--- src/rtl/vram_arbiter_if.sv ---
// Bundle of the scanout-fetch, CPU and VRAM-macro signals around vram_arbiter.
// The slave modport is the arbiter's view and the master modport is the surrounding logic's view.
interface vram_arbiter_if #(
    parameter int ADDR_W = 16,
    parameter int DATA_W = 16
);
    logic              vga_req;
    logic [ADDR_W-1:0] vga_addr;
    logic [DATA_W-1:0] vga_data;
    logic              vga_valid;
    logic              vga_overrun;

    logic              cpu_req;
    logic              cpu_we;
    logic [ADDR_W-1:0] cpu_addr;
    logic [DATA_W-1:0] cpu_wdata;
    logic [DATA_W-1:0] cpu_rdata;
    logic              cpu_ack;

    logic [ADDR_W-1:0] mem_addr;
    logic              mem_we;
    logic [DATA_W-1:0] mem_wdata;
    logic [DATA_W-1:0] mem_rdata;

    modport slave (
        input  vga_req, vga_addr, cpu_req, cpu_we, cpu_addr, cpu_wdata, mem_rdata,
        output vga_data, vga_valid, vga_overrun, cpu_rdata, cpu_ack,
               mem_addr, mem_we, mem_wdata
    );

    modport master (
        output vga_req, vga_addr, cpu_req, cpu_we, cpu_addr, cpu_wdata, mem_rdata,
        input  vga_data, vga_valid, vga_overrun, cpu_rdata, cpu_ack,
               mem_addr, mem_we, mem_wdata
    );
endinterface

--- src/rtl/vram_arbiter.sv ---
// Shares the single-port VRAM between the scanout fetcher (always first) and the CPU.
// Latency: a fetch is delivered 3 cycles after vga_req, and a CPU access is acked 3 cycles after it is granted.
// Backpressure: the VGA side has none (the newest fetch wins and overrun is flagged); the CPU is held off by req/ack.
module vram_arbiter #(
    parameter int ADDR_W = 16,
    parameter int DATA_W = 16
) (
    input  logic          clk,
    input  logic          rst_n,
    vram_arbiter_if.slave bus
);

    typedef enum logic [2:0] {
        IDLE    = 3'd0,
        ISSUE_V = 3'd1,
        CAPT_V  = 3'd2,
        ISSUE_C = 3'd3,
        CAPT_C  = 3'd4
    } state_t;

    typedef struct packed {
        logic [ADDR_W-1:0] addr;
        logic              we;
        logic [DATA_W-1:0] wdata;
    } mem_cmd_t;

    state_t            state;
    state_t            state_nx;
    mem_cmd_t          cmd_q;
    mem_cmd_t          cmd_nx;
    logic              pend_v;
    logic              pend_v_nx;
    logic [ADDR_W-1:0] pend_addr;
    logic [ADDR_W-1:0] pend_addr_nx;
    logic              vga_pending;
    logic              cpu_eligible;
    logic              overrun_set;
    logic              overrun_q;
    logic              vga_valid_q;
    logic [DATA_W-1:0] vga_data_q;
    logic              cpu_ack_q;
    logic [DATA_W-1:0] cpu_rdata_q;

    always_ff @(posedge clk) begin
        if (!rst_n) begin
            state <= IDLE;
        end else begin
            state <= state_nx;
        end
    end

    always_comb begin
        state_nx     = state;
        cmd_nx       = cmd_q;
        cmd_nx.we    = 1'b0;
        vga_pending  = pend_v | bus.vga_req;
        cpu_eligible = bus.cpu_req & ~cpu_ack_q & (state != ISSUE_C) & (state != CAPT_C);

        // IDLE, CAPT_V, CAPT_C and any stray encoding all make a fresh decision
        case (state)
            ISSUE_V: state_nx = CAPT_V;
            ISSUE_C: state_nx = CAPT_C;
            default: begin
                if (vga_pending) begin
                    state_nx    = ISSUE_V;
                    cmd_nx.addr = bus.vga_req ? bus.vga_addr : pend_addr;
                end else if (cpu_eligible) begin
                    state_nx     = ISSUE_C;
                    cmd_nx.addr  = bus.cpu_addr;
                    cmd_nx.we    = bus.cpu_we;
                    cmd_nx.wdata = bus.cpu_wdata;
                end else begin
                    state_nx = IDLE;
                end
            end
        endcase

        // A fresh request replaces any older pending address; only an unissued older one counts as overrun
        pend_v_nx    = (state_nx == ISSUE_V) ? 1'b0 : vga_pending;
        pend_addr_nx = bus.vga_req ? bus.vga_addr : pend_addr;
        overrun_set  = bus.vga_req & pend_v;
    end

    always_ff @(posedge clk) begin
        if (!rst_n) begin
            cmd_q       <= '0;
            pend_v      <= 1'b0;
            pend_addr   <= '0;
            overrun_q   <= 1'b0;
            vga_valid_q <= 1'b0;
            vga_data_q  <= '0;
            cpu_ack_q   <= 1'b0;
            cpu_rdata_q <= '0;
        end else begin
            cmd_q       <= cmd_nx;
            pend_v      <= pend_v_nx;
            pend_addr   <= pend_addr_nx;
            overrun_q   <= overrun_q | overrun_set;
            vga_valid_q <= (state == CAPT_V);
            cpu_ack_q   <= (state == CAPT_C);
            if (state == CAPT_V) begin
                vga_data_q <= bus.mem_rdata;
            end
            if (state == CAPT_C && !bus.cpu_we) begin
                cpu_rdata_q <= bus.mem_rdata;
            end
        end
    end

    assign bus.mem_addr    = cmd_q.addr;
    assign bus.mem_we      = cmd_q.we;
    assign bus.mem_wdata   = cmd_q.wdata;
    assign bus.vga_valid   = vga_valid_q;
    assign bus.vga_data    = vga_data_q;
    assign bus.vga_overrun = overrun_q;
    assign bus.cpu_ack     = cpu_ack_q;
    assign bus.cpu_rdata   = cpu_rdata_q;

endmodule

--- src/flat_wrapper.sv ---
// flat-port wrapper written by rule: the top's interface ports become plain ports
module vram_arbiter_flat 
#(
    parameter int ADDR_W = 16,
    parameter int DATA_W = 16
)
  (clk, rst_n, bus_vga_req, bus_vga_addr, bus_cpu_req, bus_cpu_we, bus_cpu_addr, bus_cpu_wdata, bus_mem_rdata, bus_vga_data, bus_vga_valid, bus_vga_overrun, bus_cpu_rdata, bus_cpu_ack, bus_mem_addr, bus_mem_we, bus_mem_wdata);
  vram_arbiter_if #(.ADDR_W(ADDR_W), .DATA_W(DATA_W)) bus_i ();
  input  logic clk;
  input  logic rst_n;
  input wire logic [$bits(bus_i.vga_req)-1:0] bus_vga_req;
  input wire logic [$bits(bus_i.vga_addr)-1:0] bus_vga_addr;
  input wire logic [$bits(bus_i.cpu_req)-1:0] bus_cpu_req;
  input wire logic [$bits(bus_i.cpu_we)-1:0] bus_cpu_we;
  input wire logic [$bits(bus_i.cpu_addr)-1:0] bus_cpu_addr;
  input wire logic [$bits(bus_i.cpu_wdata)-1:0] bus_cpu_wdata;
  input wire logic [$bits(bus_i.mem_rdata)-1:0] bus_mem_rdata;
  output wire logic [$bits(bus_i.vga_data)-1:0] bus_vga_data;
  output wire logic [$bits(bus_i.vga_valid)-1:0] bus_vga_valid;
  output wire logic [$bits(bus_i.vga_overrun)-1:0] bus_vga_overrun;
  output wire logic [$bits(bus_i.cpu_rdata)-1:0] bus_cpu_rdata;
  output wire logic [$bits(bus_i.cpu_ack)-1:0] bus_cpu_ack;
  output wire logic [$bits(bus_i.mem_addr)-1:0] bus_mem_addr;
  output wire logic [$bits(bus_i.mem_we)-1:0] bus_mem_we;
  output wire logic [$bits(bus_i.mem_wdata)-1:0] bus_mem_wdata;
  assign bus_i.vga_req = bus_vga_req;
  assign bus_i.vga_addr = bus_vga_addr;
  assign bus_i.cpu_req = bus_cpu_req;
  assign bus_i.cpu_we = bus_cpu_we;
  assign bus_i.cpu_addr = bus_cpu_addr;
  assign bus_i.cpu_wdata = bus_cpu_wdata;
  assign bus_i.mem_rdata = bus_mem_rdata;
  assign bus_vga_data = bus_i.vga_data;
  assign bus_vga_valid = bus_i.vga_valid;
  assign bus_vga_overrun = bus_i.vga_overrun;
  assign bus_cpu_rdata = bus_i.cpu_rdata;
  assign bus_cpu_ack = bus_i.cpu_ack;
  assign bus_mem_addr = bus_i.mem_addr;
  assign bus_mem_we = bus_i.mem_we;
  assign bus_mem_wdata = bus_i.mem_wdata;
  vram_arbiter #(.ADDR_W(ADDR_W), .DATA_W(DATA_W)) u_core (.clk(clk), .rst_n(rst_n), .bus(bus_i));
endmodule
--- config.mk ---
export PLATFORM = sky130hd
export DESIGN_NAME = vram_arbiter_flat
export DESIGN_NICKNAME = d
export VERILOG_FILES = /design/src/rtl/vram_arbiter_if.sv /design/src/rtl/vram_arbiter.sv /design/src/flat_wrapper.sv
export SDC_FILE = /design/constraint.sdc
export NUM_CORES = 1
export LEC_CHECK = 0
export ABC_CLOCK_PERIOD_IN_PS = 3500
export CELL_PAD_IN_SITES_DETAIL_PLACEMENT = 0
export CELL_PAD_IN_SITES_GLOBAL_PLACEMENT = 1
export CORE_ASPECT_RATIO = 0.9
export CORE_MARGIN = 4
export CORE_UTILIZATION = 35
export CTS_CLUSTER_SIZE = 16
export DETAILED_ROUTE_END_ITERATION = 12
export GPL_ROUTABILITY_DRIVEN = 0
export PLACE_DENSITY = 0.94
export SETUP_SLACK_MARGIN = 0.3
export SYNTH_ARGS = -nofsm -noshare
export SYNTH_HDL_FRONTEND = slang
export SYNTH_SLANG_ARGS = --single-unit
--- constraint.sdc ---
create_clock -name clk -period 3.5 [get_ports clk]
set_input_delay 0.7 -clock clk [delete_from_list [all_inputs] [get_ports clk]]
set_output_delay 0.7 -clock clk [all_outputs]
set_load 0.05 [all_outputs]
Yosys cells after proc, flatten, opt, wreduce, memory -nomap -nowiden
Index checks and enable logic that the tools add are counted.
Word-level totals
  bits in writable memories: 0
  register bits: 88
  latch bits: 0
  bits in read-only memories: 0
  memories: 0
  word-level logic and storage cells: 43
Operators by class
  add/sub/neg operators: 0
  shift operators: 0
  reduce and logical (&&, ||, !) cells: 8
  divide/modulo/power cells: 0
  magnitude comparators: 0
  multipliers: 0
  muxes and demuxes: 6
  bitwise operators: 11
  equality and inequality tests: 7
Operators with widths (number)
  $mux W33: 1
  $mux W16: 2
  $eq A3 B1 Y1 const B: 2
  $eq A3 B2 Y1 const B: 2
  $pmux W3 S2: 1
  $not A1 Y1: 5
  $reduce_or A5 Y1: 1
  $and A1 B1 Y1: 4
  $mux W2: 2
  $reduce_or A2 Y1: 2
  $eq A3 B3 Y1 const B: 1
  $ne A3 B2 Y1 const B: 1
  $ne A3 B3 Y1 const B: 1
  $reduce_and A3 Y1: 1
  $or A1 B1 Y1: 2
  $reduce_and A2 Y1: 1
  $reduce_bool A2 Y1: 1
  $logic_and A1 B1 Y1: 1
  $logic_not A1 Y1: 1

Logic depth before layout (Yosys ltp)
Gate-level depths: netlist of run 1.
  depth in word-level cells: 9
  gate-level depth with buffers: 7
  mapped depth without buffers: 4

Least setup slack after synthesis of run 1
OpenSTA, ideal clock, no wires.
  kind: input -> register
  start: input bus_vga_req
  end: register u_core.cmd_q (netlist bit u_core.bus.mem_addr[10])
  stages: 6
  data required time: 3.441 ns
  library setup time: 0.059 ns
  path buffers: 2
  arrival: 1.846 ns
  slack: 1.595 ns
  path through: buf_6 > nor4b_4 > nor3b_4 > buf_6 > a21o_1 > o221a_2
On the way
  longest elaborated chain between the ends: 3
  elaborated cells between the ends (all ways): 5
  classes of those cells: mux (2); bitwise (1); reduce/logical (2)
Ends and longest elaborated chain
  start, declared: line flat_wrapper.sv:11  | input wire logic [$bits(bus_i.vga_req)-1:0] bus_vga_req;
  $or A1 B1 Y1: line vram_arbiter.sv:56  | vga_pending = pend_v | bus.vga_req;
  $reduce_bool A2 Y1 (no line)
  $reduce_and A2 Y1 (no line)
  end signal, assigned: line vram_arbiter.sv:95  | cmd_q <= cmd_nx;
  end, declared: line vram_arbiter.sv:29  | mem_cmd_t cmd_q;
Parallel ways exist; a longest one is shown, timed or not.
A chain may end at the register's enable or synchronous reset.

Worst setup path in the final report of run 1
  start: input bus_cpu_req
  end: register u_core.cmd_q (netlist bit u_core.bus.mem_addr[10])
On the way
  longest elaborated chain between the ends: 5
Ends and longest elaborated chain
  start, declared: line flat_wrapper.sv:13  | input wire logic [$bits(bus_i.cpu_req)-1:0] bus_cpu_req;
  $and A1 B1 Y1 (3 in series): line vram_arbiter.sv:57  | cpu_eligible = bus.cpu_req & ~cpu_ack_q & (state != ISSUE_C) & (state != CAPT_C);
  $reduce_bool A2 Y1 (no line)
  $reduce_and A2 Y1 (no line)
Every way passes these cells.

==> impl_metrics.json, run 1 <==
{
  "status": "finished, final reports clean",
  "r2r_slack_ps": 1370,
  "detail-route-antenna-nets": 0,
  "chipWidth_um": 116,
  "die_h_um": 105,
  "ys_seq_elements": 88,
  "r2r-end": "u_core.bus.mem_addr[14]",
  "endpoint_kind": "flop",
  "grt_pass1_vias": 3119,
  "synth_top_area_share_pct": 47.7,
  "swShare_pct": 27.7,
  "clk-insertion-delay-late_ps": 330,
  "fin_cells": 640,
  "syn-num-nets": 452,
  "synth_cells": 383,
  "rsz0062_at_grt": "false",
  "syn_area_per_cell_um2": 9.64,
  "hold_violations": 0,
  "grt_max_degree": 53,
  "arrival_ps": 2520,
  "max_freq_mhz": 436,
  "synth_cell_types": 31,
  "antenna_found_initial": 0,
  "cts.hold.buffers_added": 0,
  "tightest_slew_ps": 1110,
  "hold_path_class": "flop to flop",
  "critPathKind": "input port to flop",
  "crit_slowest_cell": "o31ai_4",
  "post_drt_wl_per_cell_um": 15.5,
  "start_util_pct": 35.9,
  "clock_path_buffers": 2,
  "post_cts_buffers": 0,
  "cp.required_ps": 3720,
  "io_pins": 137,
  "die-area_um2": 12300,
  "fillers": 922,
  "grt_util_all_layers_pct": 16.3,
  "area.growth.synth_to_final_pct": 46.1,
  "p_sw_uw": 713,
  "pwr-share-clk_pct": 37.9,
  "clkTransAtPathRegs_ps": 60,
  "dpl-instance-area_um2": 5080,
  "powerDensity_nw_per_um2": 477,
  "h-tree-depth": 3,
  "hold_slack_ps": 457,
  "fp-row-count": 35,
  "dp.cells": 624,
  "postCtsResizedCells": 0,
  "finish.instance_area_um2": 5390,
  "reg2reg_from": "u_core.pend_v",
  "io_buffers": 136,
  "synth_area_leaders": "dfxtp_1, mux2i_1, nor2b_1",
  "total_power_mw": 2.57,
  "viasPerCell": 4.75,
  "crit_fanout": 17,
  "crit_path_max_incr_delay_ps": 590,
  "place_ws_ps": 839,
  "maxSlewViolCount": 0,
  "numCtsBuffers": 9,
  "syn_area_um2": 3690,
  "post-route-util_pct": 52.4,
  "irDropWorstVdd_uv": 253,
  "cts_tree": "built",
  "crit_chain": "clkdlybuf4s50_1, nor2b_1, o31ai_4, a21oi_2, o221a_2",
  "period_needed_ps": 2290,
  "fin_crit_sh_pct": 65.6,
  "drive_above_1_share_pct": 8.61,
  "core-area_um2": 10300,
  "route.detailed.drc": 0,
  "finalWorstSetupSlack_ps": 1210,
  "synth_largest_area_cell": "dfxtp_1",
  "drv_cap": 0,
  "finalSetupViolCount": 0,
  "p_leak_nw": 2.09,
  "firstDrtPassIters": 4,
  "first_iter_violations": 147,
  "grt_pass1_wl_mm": 15.8,
  "critPathCapture": "u_core.bus.mem_addr[10]",
  "diodes": 0,
  "dp_hpwl_mm": 7.27,
  "wirelength_mm": 9.91,
  "clockRootBuffer": "clkbuf_16",
  "cp-startpoint": "bus_cpu_req",
  "setup_tns_ps": 0,
  "p_seq_share_pct": 42.5,
  "clkSinkCount": 88,
  "worst-r2r-cell-count": 3,
  "finClkSkew_ps": 10.5,
  "seq_area_frac_synth_pct": 47.7,
  "finalNetCount": 575,
  "slew_headroom_pct": 25.8,
  "grt.overflow.total": 0,
  "worst_setup_path_start_kind": "input port",
  "num_vias": 3043,
  "combPwrFrac_pct": 19.5,
  "power.internal_mw": 1.86,
  "ys_warn_count": 0
}
[worst max-delay path, delay by kind of cell]
kind	cells	cell delay, ps
AO/OA/AOI/OAI	3	1210
buffers and inverters	1	430
AND/OR/NAND/NOR	1	170
[how the worst min path moves through the flow]
stage | start | to | slack, ps | depth (start not counted)
finish | u_core.bus.vga_data[4] | u_core.bus.vga_data[4] | 460 | 2
global route | u_core.bus.vga_data[4] | u_core.bus.vga_data[4] | 480 | 2
CTS | u_core.bus.vga_data[4] | u_core.bus.vga_data[4] | 460 | 2
detailed placement | u_core.bus.vga_data[4] | u_core.bus.vga_data[4] | 450 | 2
global placement | u_core.bus.cpu_rdata[8] | u_core.bus.cpu_rdata[8] | 440 | 2
floorplan | u_core.pend_addr[0] | u_core.pend_addr[0] | 480 | 2
[cell usage after synthesis]
master	n
a21boi_0	27
a21boi_1	5
a21o_1	16
a21oi_1	17
a21oi_2	1
a21oi_4	1
and2_1	5
and3b_1	1
buf_2	5
buf_4	1
buf_6	4
clkbuf_1	17
dfxtp_1	88
inv_1	1
mux2i_1	32
nand2_1	81
nand2b_1	2
nand3_1	1
nor2_1	2
nor2_2	1
nor2b_1	50
nor3b_1	1
nor3b_2	1
nor3b_4	2
nor4b_4	1
o21ai_0	1
o221a_1	1
o221a_2	15
o31ai_4	1
or3b_1	1
or3b_2	1
[state kept, by name, indices dropped and copies added (netlist names)]
register	flops
u_core.bus.mem_we	1
u_core.bus.vga_data	16
u_core.bus.mem_wdata	16
u_core.pend_v	1
u_core.bus.vga_overrun	1
u_core.state	3
u_core.bus.mem_addr	16
u_core.pend_addr	16
u_core.bus.vga_valid	1
u_core.bus.cpu_rdata	16
u_core.bus.cpu_ack	1
[power groups by stage]
stage	clock, mW	sequential, mW	combinational, mW
2_1_floorplan	0	1.25	0.172
6_report	0.976	1.09	0.503
4_1_cts	1.00	1.09	0.507
3_3_place_gp	0	1.11	0.497
5_1_grt	1.03	1.10	0.534
3_5_place_dp	0	1.11	0.506
[cell usage in the layout, fill, tap and decap left out, types with 9 or more instances in the layout]
master           Yosys  final
a21boi_0            27     27
a21o_1              16     16
a21oi_1             17     17
clkbuf_16            0      9
clkdlybuf4s50_1      0    134
dfxtp_1             88     88
mux2i_1             32     32
nand2_1             81     81
nor2b_1             50     50
o221a_2             15     15
[final cells by class]
| cell class | count | area, um^2 | share of cell area (%) |
|---|---|---|---|
| flip-flops and latches | 88 | 1760 | 32.7 |
| well taps | 129 | 161 | 2.99 |
| inverters | 1 | 3.75 | 0.0696 |
| multi-input cells | 267 | 1780 | 33.1 |
| repair buffers | 139 | 1370 | 25.5 |
| clock inverters | 5 | 63.8 | 1.18 |
| clock buffers | 11 | 243 | 4.50 |
[metal layers]
layer / share of wire, % / vias to the layer above / GRT usage (%)
li1: - / 1539 / -
met1: 43 / 1399 / 19.9
met2: 49 / 85 / 27.3
met3: 5.6 / 20 / 4.31
met4: 2.4 / 0 / 6.13
met5: 0 / - / 0
[logic make-up (layout without fill, tap and decap cells)]
group,after synthesis,in the layout,synth area share (%)
buffers and inverters,28,156,3.93
AND/OR/NAND/NOR,150,150,21.3
multiplexers,32,32,8.68
flip-flops,88,88,47.7
AO/OA/AOI/OAI,85,85,18.3
Power figures use the tool's default switching activity.
==> run 2: changes to the inputs <==
- ABC_CLOCK_PERIOD_IN_PS: 3500 -> 1800
- CORE_UTILIZATION: 35 -> 29
- PLACE_DENSITY: 0.94 -> 0.84
- clock period: 3.5 -> 1.8 ns (I/O delays scaled with it)
==> run 2 against run 1 <==
Final area increased by 3.7%. Worst setup slack got worse by 960 ps. Combinational power increased by 110%. Count of clock-buffer cells in the layout decreased by 2. Flip-flop and latch count unchanged. Sequential share of layout area decreased by 0.86 points. Critical path type is now flop to flop.
==> impl_metrics.json, run 2 (synthesis gave the netlist of run 1 again) <==
{
  "hold_start": "u_core.bus.vga_data[4]",
  "irDropWorstVdd_uv": 535,
  "chipWidth_um": 127,
  "tightest_slew_ps": 344,
  "viasPerCell": 4.58,
  "io_pins": 137,
  "clkSinkCount": 88,
  "layout_common_cells": "dfxtp_1, nand2_1, buf_4",
  "cp.required_ps": 2080,
  "clkTransAtPathRegs_ps": 70,
  "clockRootBuffer": "clkbuf_16",
  "grt.overflow.total": 0,
  "grt_pass1_vias": 3237,
  "finalSetupViolCount": 0,
  "period_needed_ps": 1550,
  "firstDrtPassIters": 4,
  "cts_tree": "built",
  "arrival_ps": 1840,
  "detail-route-antenna-nets": 0,
  "status": "finished, final reports clean",
  "crit_path_max_incr_delay_ps": 360,
  "num_vias": 3164,
  "p_sw_mw": 1.47,
  "hold_violations": 0,
  "core-area_um2": 12300,
  "cp-startpoint": "u_core.state[1]",
  "fin_crit_sh_pct": 86.4,
  "dpl-instance-area_um2": 5090,
  "area.growth.synth_to_final_pct": 51.4,
  "fillers": 1171,
  "start_util_pct": 30.1,
  "worst_setup_path_start_kind": "flop",
  "die-area_um2": 14600,
  "drv_cap": 0,
  "clk-insertion-delay-late_ps": 330,
  "crit_chain": "nor3b_4, buf_4, a21oi_4, buf_12, a21oi_1, o221a_2",
  "hold_path_class": "flop to flop",
  "clock_path_buffers": 2,
  "endpoint_kind": "flop",
  "h-tree-depth": 3,
  "post_drt_wl_per_cell_um": 15.6,
  "p_seq_share_pct": 40.5,
  "io_buffers": 136,
  "crit_fanout": 16,
  "crit_slowest_cell": "dfxtp_4",
  "critPathKind": "flop to flop",
  "cts.hold.buffers_added": 0,
  "p_leak_nw": 2.39,
  "route.detailed.drc": 0,
  "fp-row-count": 38,
  "fin_cells": 691,
  "finish.instance_area_um2": 5590,
  "reg2reg_from": "u_core.state[1]",
  "finClkSkew_ps": 4.15,
  "grt_util_all_layers_pct": 14.7,
  "power.internal_mw": 3.76,
  "final_common_cell": "dfxtp_1",
  "swShare_pct": 28.1,
  "numCtsBuffers": 9,
  "first_iter_violations": 192,
  "dp.cells": 663,
  "pwr-share-clk_pct": 39.4,
  "dp_hpwl_mm": 7.57,
  "antenna_found_initial": 1,
  "max_freq_mhz": 643,
  "slew_headroom_pct": 77.1,
  "maxSlewViolCount": 0,
  "combPwrFrac_pct": 20.0,
  "grt_pass1_wl_mm": 17.1,
  "die_h_um": 115,
  "finalNetCount": 594,
  "rsz0062_at_grt": "true",
  "powerDensity_nw_per_um2": 935,
  "wirelength_mm": 10.8,
  "hold_slack_ps": 454,
  "grt_max_degree": 89,
  "drive_above_1_share_pct": 26.4
}
-- run 2: cell count changes in the layout (fill, tap and decap cells not counted), sizes merged --
cell           previous run  this run
diode                     0         1
buf                       5        92
dlygate4sd2               0         1
inv                       3         4
clkbuf                   11         9
clkdlybuf4s50           134        65
bufinv                    1         2
-- run 2: worst paths after layout --
check	end	slack, ps	depth (start not counted)
max reg2reg	u_core.bus.mem_addr[9]	250	6
min reg2reg	u_core.bus.vga_data[4]	450	2
min	u_core.bus.vga_data[4]	450	2
max	u_core.bus.mem_addr[9]	250	6
-- run 2: per-layer routing --
metal,vias up,GRT usage [%],share of wire [%]
met1,1485,18.8,45
met2,82,23.9,48
met5,-,0,0
met3,14,4.13,4.8
met4,0,5.58,1.6
li1,1583,-,-
-- run 2: final cells by class --
| class | instances | area (um^2) | share of cell area (%) |
|---|---|---|---|
| multi-input combinational | 267 | 1810 | 32.4 |
| sequential | 88 | 1780 | 31.8 |
| timing repair buffer | 158 | 1470 | 26.3 |
| clock buffer | 9 | 225 | 4.03 |
| tap | 160 | 200 | 3.58 |
| clock inverter | 7 | 103 | 1.84 |
| inverter | 1 | 3.75 | 0.0672 |
| antenna | 1 | 2.50 | 0.0448 |
-- run 2: power groups by stage --
stage / Clock, mW / Combinational (mW) / Sequential [mW]
2_1_floorplan: 0 / 0.345 / 2.43
3_3_place_gp: 0 / 0.991 / 2.16
3_5_place_dp: 0 / 1.01 / 2.16
4_1_cts: 2.12 / 1.05 / 2.12
5_1_grt: 2.21 / 1.11 / 2.13
6_report: 2.06 / 1.05 / 2.12
-- run 2: metrics by stage --
step           util [%]  setup WS [ps]  TNS (ps)  total power, mW
2_1_floorplan         -            285         0             2.77
3_3_place_gp       41.5          -24.2     -24.2             3.15
3_5_place_dp       41.5           -109     -1450             3.17
4_1_cts            45.5            254         0             5.29
5_1_grt            45.6            154         0             5.45
6_report           45.6            245         0             5.22
-- run 2: timing repair --
action | CTS | global route
pin swaps | 11 | 1
setup endpoints to repair | 33 | 49
gates cloned | 2 | 0
endpoints found under the hold margin | 0 | 0
setup buffers | 9 | 0
resized for setup | 13 | 2
-- run 2: critical path: cells and delay by family (launching register included) --
family,cells,cell delay (ps)
AO/OA/AOI/OAI,3,600
flip-flops,1,360
buffers and inverters,2,330
AND/OR/NAND/NOR,1,220
==> RTL edit, RTL diff (config.mk and constraints of run 2) <==
Re-encode `state_t` (5 states) as one-hot, 5 bits wide.
--- a/src/rtl/vram_arbiter.sv
+++ b/src/rtl/vram_arbiter.sv
@@ -10,12 +10,12 @@
     vram_arbiter_if.slave bus
 );
 
-    typedef enum logic [2:0] {
-        IDLE    = 3'd0,
-        ISSUE_V = 3'd1,
-        CAPT_V  = 3'd2,
-        ISSUE_C = 3'd3,
-        CAPT_C  = 3'd4
+    typedef enum logic [4:0] {
+        IDLE    = 5'b00001,
+        ISSUE_V = 5'b00010,
+        CAPT_V  = 5'b00100,
+        ISSUE_C = 5'b01000,
+        CAPT_C  = 5'b10000
     } state_t;
 
     typedef struct packed {
Behaviour: same outputs for any inputs over 4 cycles, from zero or initial values and one cycle with rst_n low; so few cycles prove little.
==> RTL edit against run 2 <==
Non-clock buffer count shrank 3; routed wire length shrank 5.0%; critical endpoint is now u_core.bus.mem_addr[3]; sequential cell count grew 2; via count grew 1.6%; area after synthesis shrank 2.8%; design area shrank 3.3%; setup slack lost 0.092 ns; largest cell class is now flip-flops and latches; total power shrank 4.8%.
==> RTL edit: results (changes against run 2) <==
largest net degree at the start of global routing = 37 (was 89)
Root Buffer = clkbuf_16 (unchanged)
worst setup path end = u_core.bus.mem_addr[3] (was u_core.bus.mem_addr[9])
sequential element share of the synthesized area = 50.24% (was 47.73%)
Antenna diodes = 0 (was 1)
fin. max-slew vios = 0 (unchanged)
placed cell count = 648 (was 663)
reg2reg setup slack = 0.15 ns (was 0.25 ns)
H-tree Lvls = 3 (unchanged)
Final Net Count = 571 (was 594)
Lkg Pwr = 2.307 nW (was 2.387 nW)
Area contributors post-synth = dfxtp_1, mux2i_1, nand2_1 (was dfxtp_1, mux2i_1, nor2b_1)
Total GRT Usage = 14.25% (was 14.74%)
status = finished clean (unchanged)
grt total ovfl = 0 (unchanged)
Worst-Margin Slew = 0.4771 ns (was 0.3439 ns)
Finished Layout Cells = 667 (was 691)
Max VDD drop = 0.4894 mV (was 0.5345 mV)
initial antenna violation count = 0 (was 1)
Clock Path Buffers = 2 (unchanged)
YS warnings = 0 (unchanged)
ys async rst share = 0% (unchanged)
Hold Path Class = in2reg (was reg2reg)
RR Startpoint = u_core.state[1] (unchanged)
Yosys cell types = 32 (was 31)
worst-path fanout max = 16 (unchanged)
most frequent cells after synthesis = dfxtp_1, nand2_1, mux2i_1, nor2_1, a21oi_1 (was dfxtp_1, nand2_1, nor2b_1, mux2i_1, a21boi_0)
Vias/cell = 4.820 (was 4.579)
Setup CP Type = reg2reg (unchanged)
Arr. time, crit path = 1.89 ns (was 1.84 ns)
Net Count, Synth = 436 (was 452)
layout cells sized above 1 = 25.64% (was 26.42%)
worst skew pair latency = 0.33 ns (about the same)
Final Skew = 0.004517 ns (was 0.004152 ns)
first-pass GRT wire length = 16500 µm (was 17110 µm)
routed wire length = 10270 µm (was 10800 µm)
DP HPWL = 7094 µm (was 7573 µm)
Worst-path clk slew = 0.06 ns
Synth Instances = 367 (was 383)
initial drt markers = 233 (was 192)
I/O Buffers = 136 (unchanged)
reg2reg path depth = 6 (unchanged)
drt first pass iters = 5 (was 4)
number of global-route vias before repair = 3210 (was 3237)
TritonCTS Buffers = 9 (unchanged)
==> RTL edit: metrics by stage <==
| step | area [µm²] | hold WS (ns) | worst slack, ns |
|---|---|---|---|
| finish | 5405 | 0.3865 | 0.1530 |
| global route | 5405 | 0.3852 | 0.07549 |
| CTS | 5355 | 0.3612 | 0.1600 |
| detailed placement | 5014 | 0.4519 | -0.1227 |
| global placement | 5014 | 0.4428 | -0.05416 |
| floorplan | 3638 | 0.4611 | 0.1845 |
==> RTL edit: critical path, cell delays in order, from the launching register on <==
cell       delay [ns]
dfxtp_2          0.39
nor3_1           0.08
buf_4            0.15
a2111oi_4        0.39
buf_12           0.20
a222oi_1         0.09
a211oi_1         0.25
==> RTL edit: cell type report <==
| type | instances | area (µm²) |
|---|---|---|
| repair buffers | 155 | 1419 |
| flip-flops and latches | 90 | 1812 |
| inverters | 1 | 3.754 |
| well taps | 160 | 200.2 |
| clock inverters | 1 | 30.03 |
| multi-input cells | 245 | 1653 |
| fillers | 1179 | 6671 |
| clock buffers | 15 | 287.8 |
==> RTL edit: cell families after synthesis <==
group / after synthesis / share of synthesized area (%)
simple gates: 123 / 14.52
compound gates: 72 / 15.91
mux: 48 / 13.40
flops: 90 / 50.24
buf+inv: 32 / 5.233
xor+xnor: 2 / 0.6980
==> RTL edit: worst min-delay path by stage <==
stage	startpoint	end	slack (ns)	depth (start not counted)
5_1_grt	bus_vga_req	u_core.state[0]	0.39	2
4_1_cts	bus_vga_req	u_core.state[0]	0.36	2
2_1_floorplan	u_core.pend_addr[14]	u_core.pend_addr[14]	0.46	2
3_5_place_dp	u_core.bus.vga_data[14]	u_core.bus.vga_data[14]	0.45	2
3_3_place_gp	u_core.bus.mem_wdata[9]	u_core.bus.mem_wdata[9]	0.44	2
6_report	bus_vga_req	u_core.state[0]	0.39	2
==> RTL edit: layer usage <==
layer	global-route usage [%]	routed length, µm
met2	22.75	4807
met4	5.419	179
met5	0	0
met3	5.197	781
met1	17.73	4497
==> RTL edit: where the power goes <==
part           switching, W  leakage, nW  internal, W  total [W]
registers         0.0000589        0.737      0.00208    0.00214
logic              0.000485         1.41     0.000385   0.000870
clock network      0.000737        0.156      0.00123    0.00197
==> RTL edit: what timing repair did <==
| item | 4_1_cts | 5_1_grt |
|---|---|---|
| gates cloned | 0 | 2 |
| endpoints found under the setup margin | 34 | 30 |
| pin swaps | 1 | 0 |
| resized for setup | 6 | 4 |
| setup buffers | 1 | 0 |
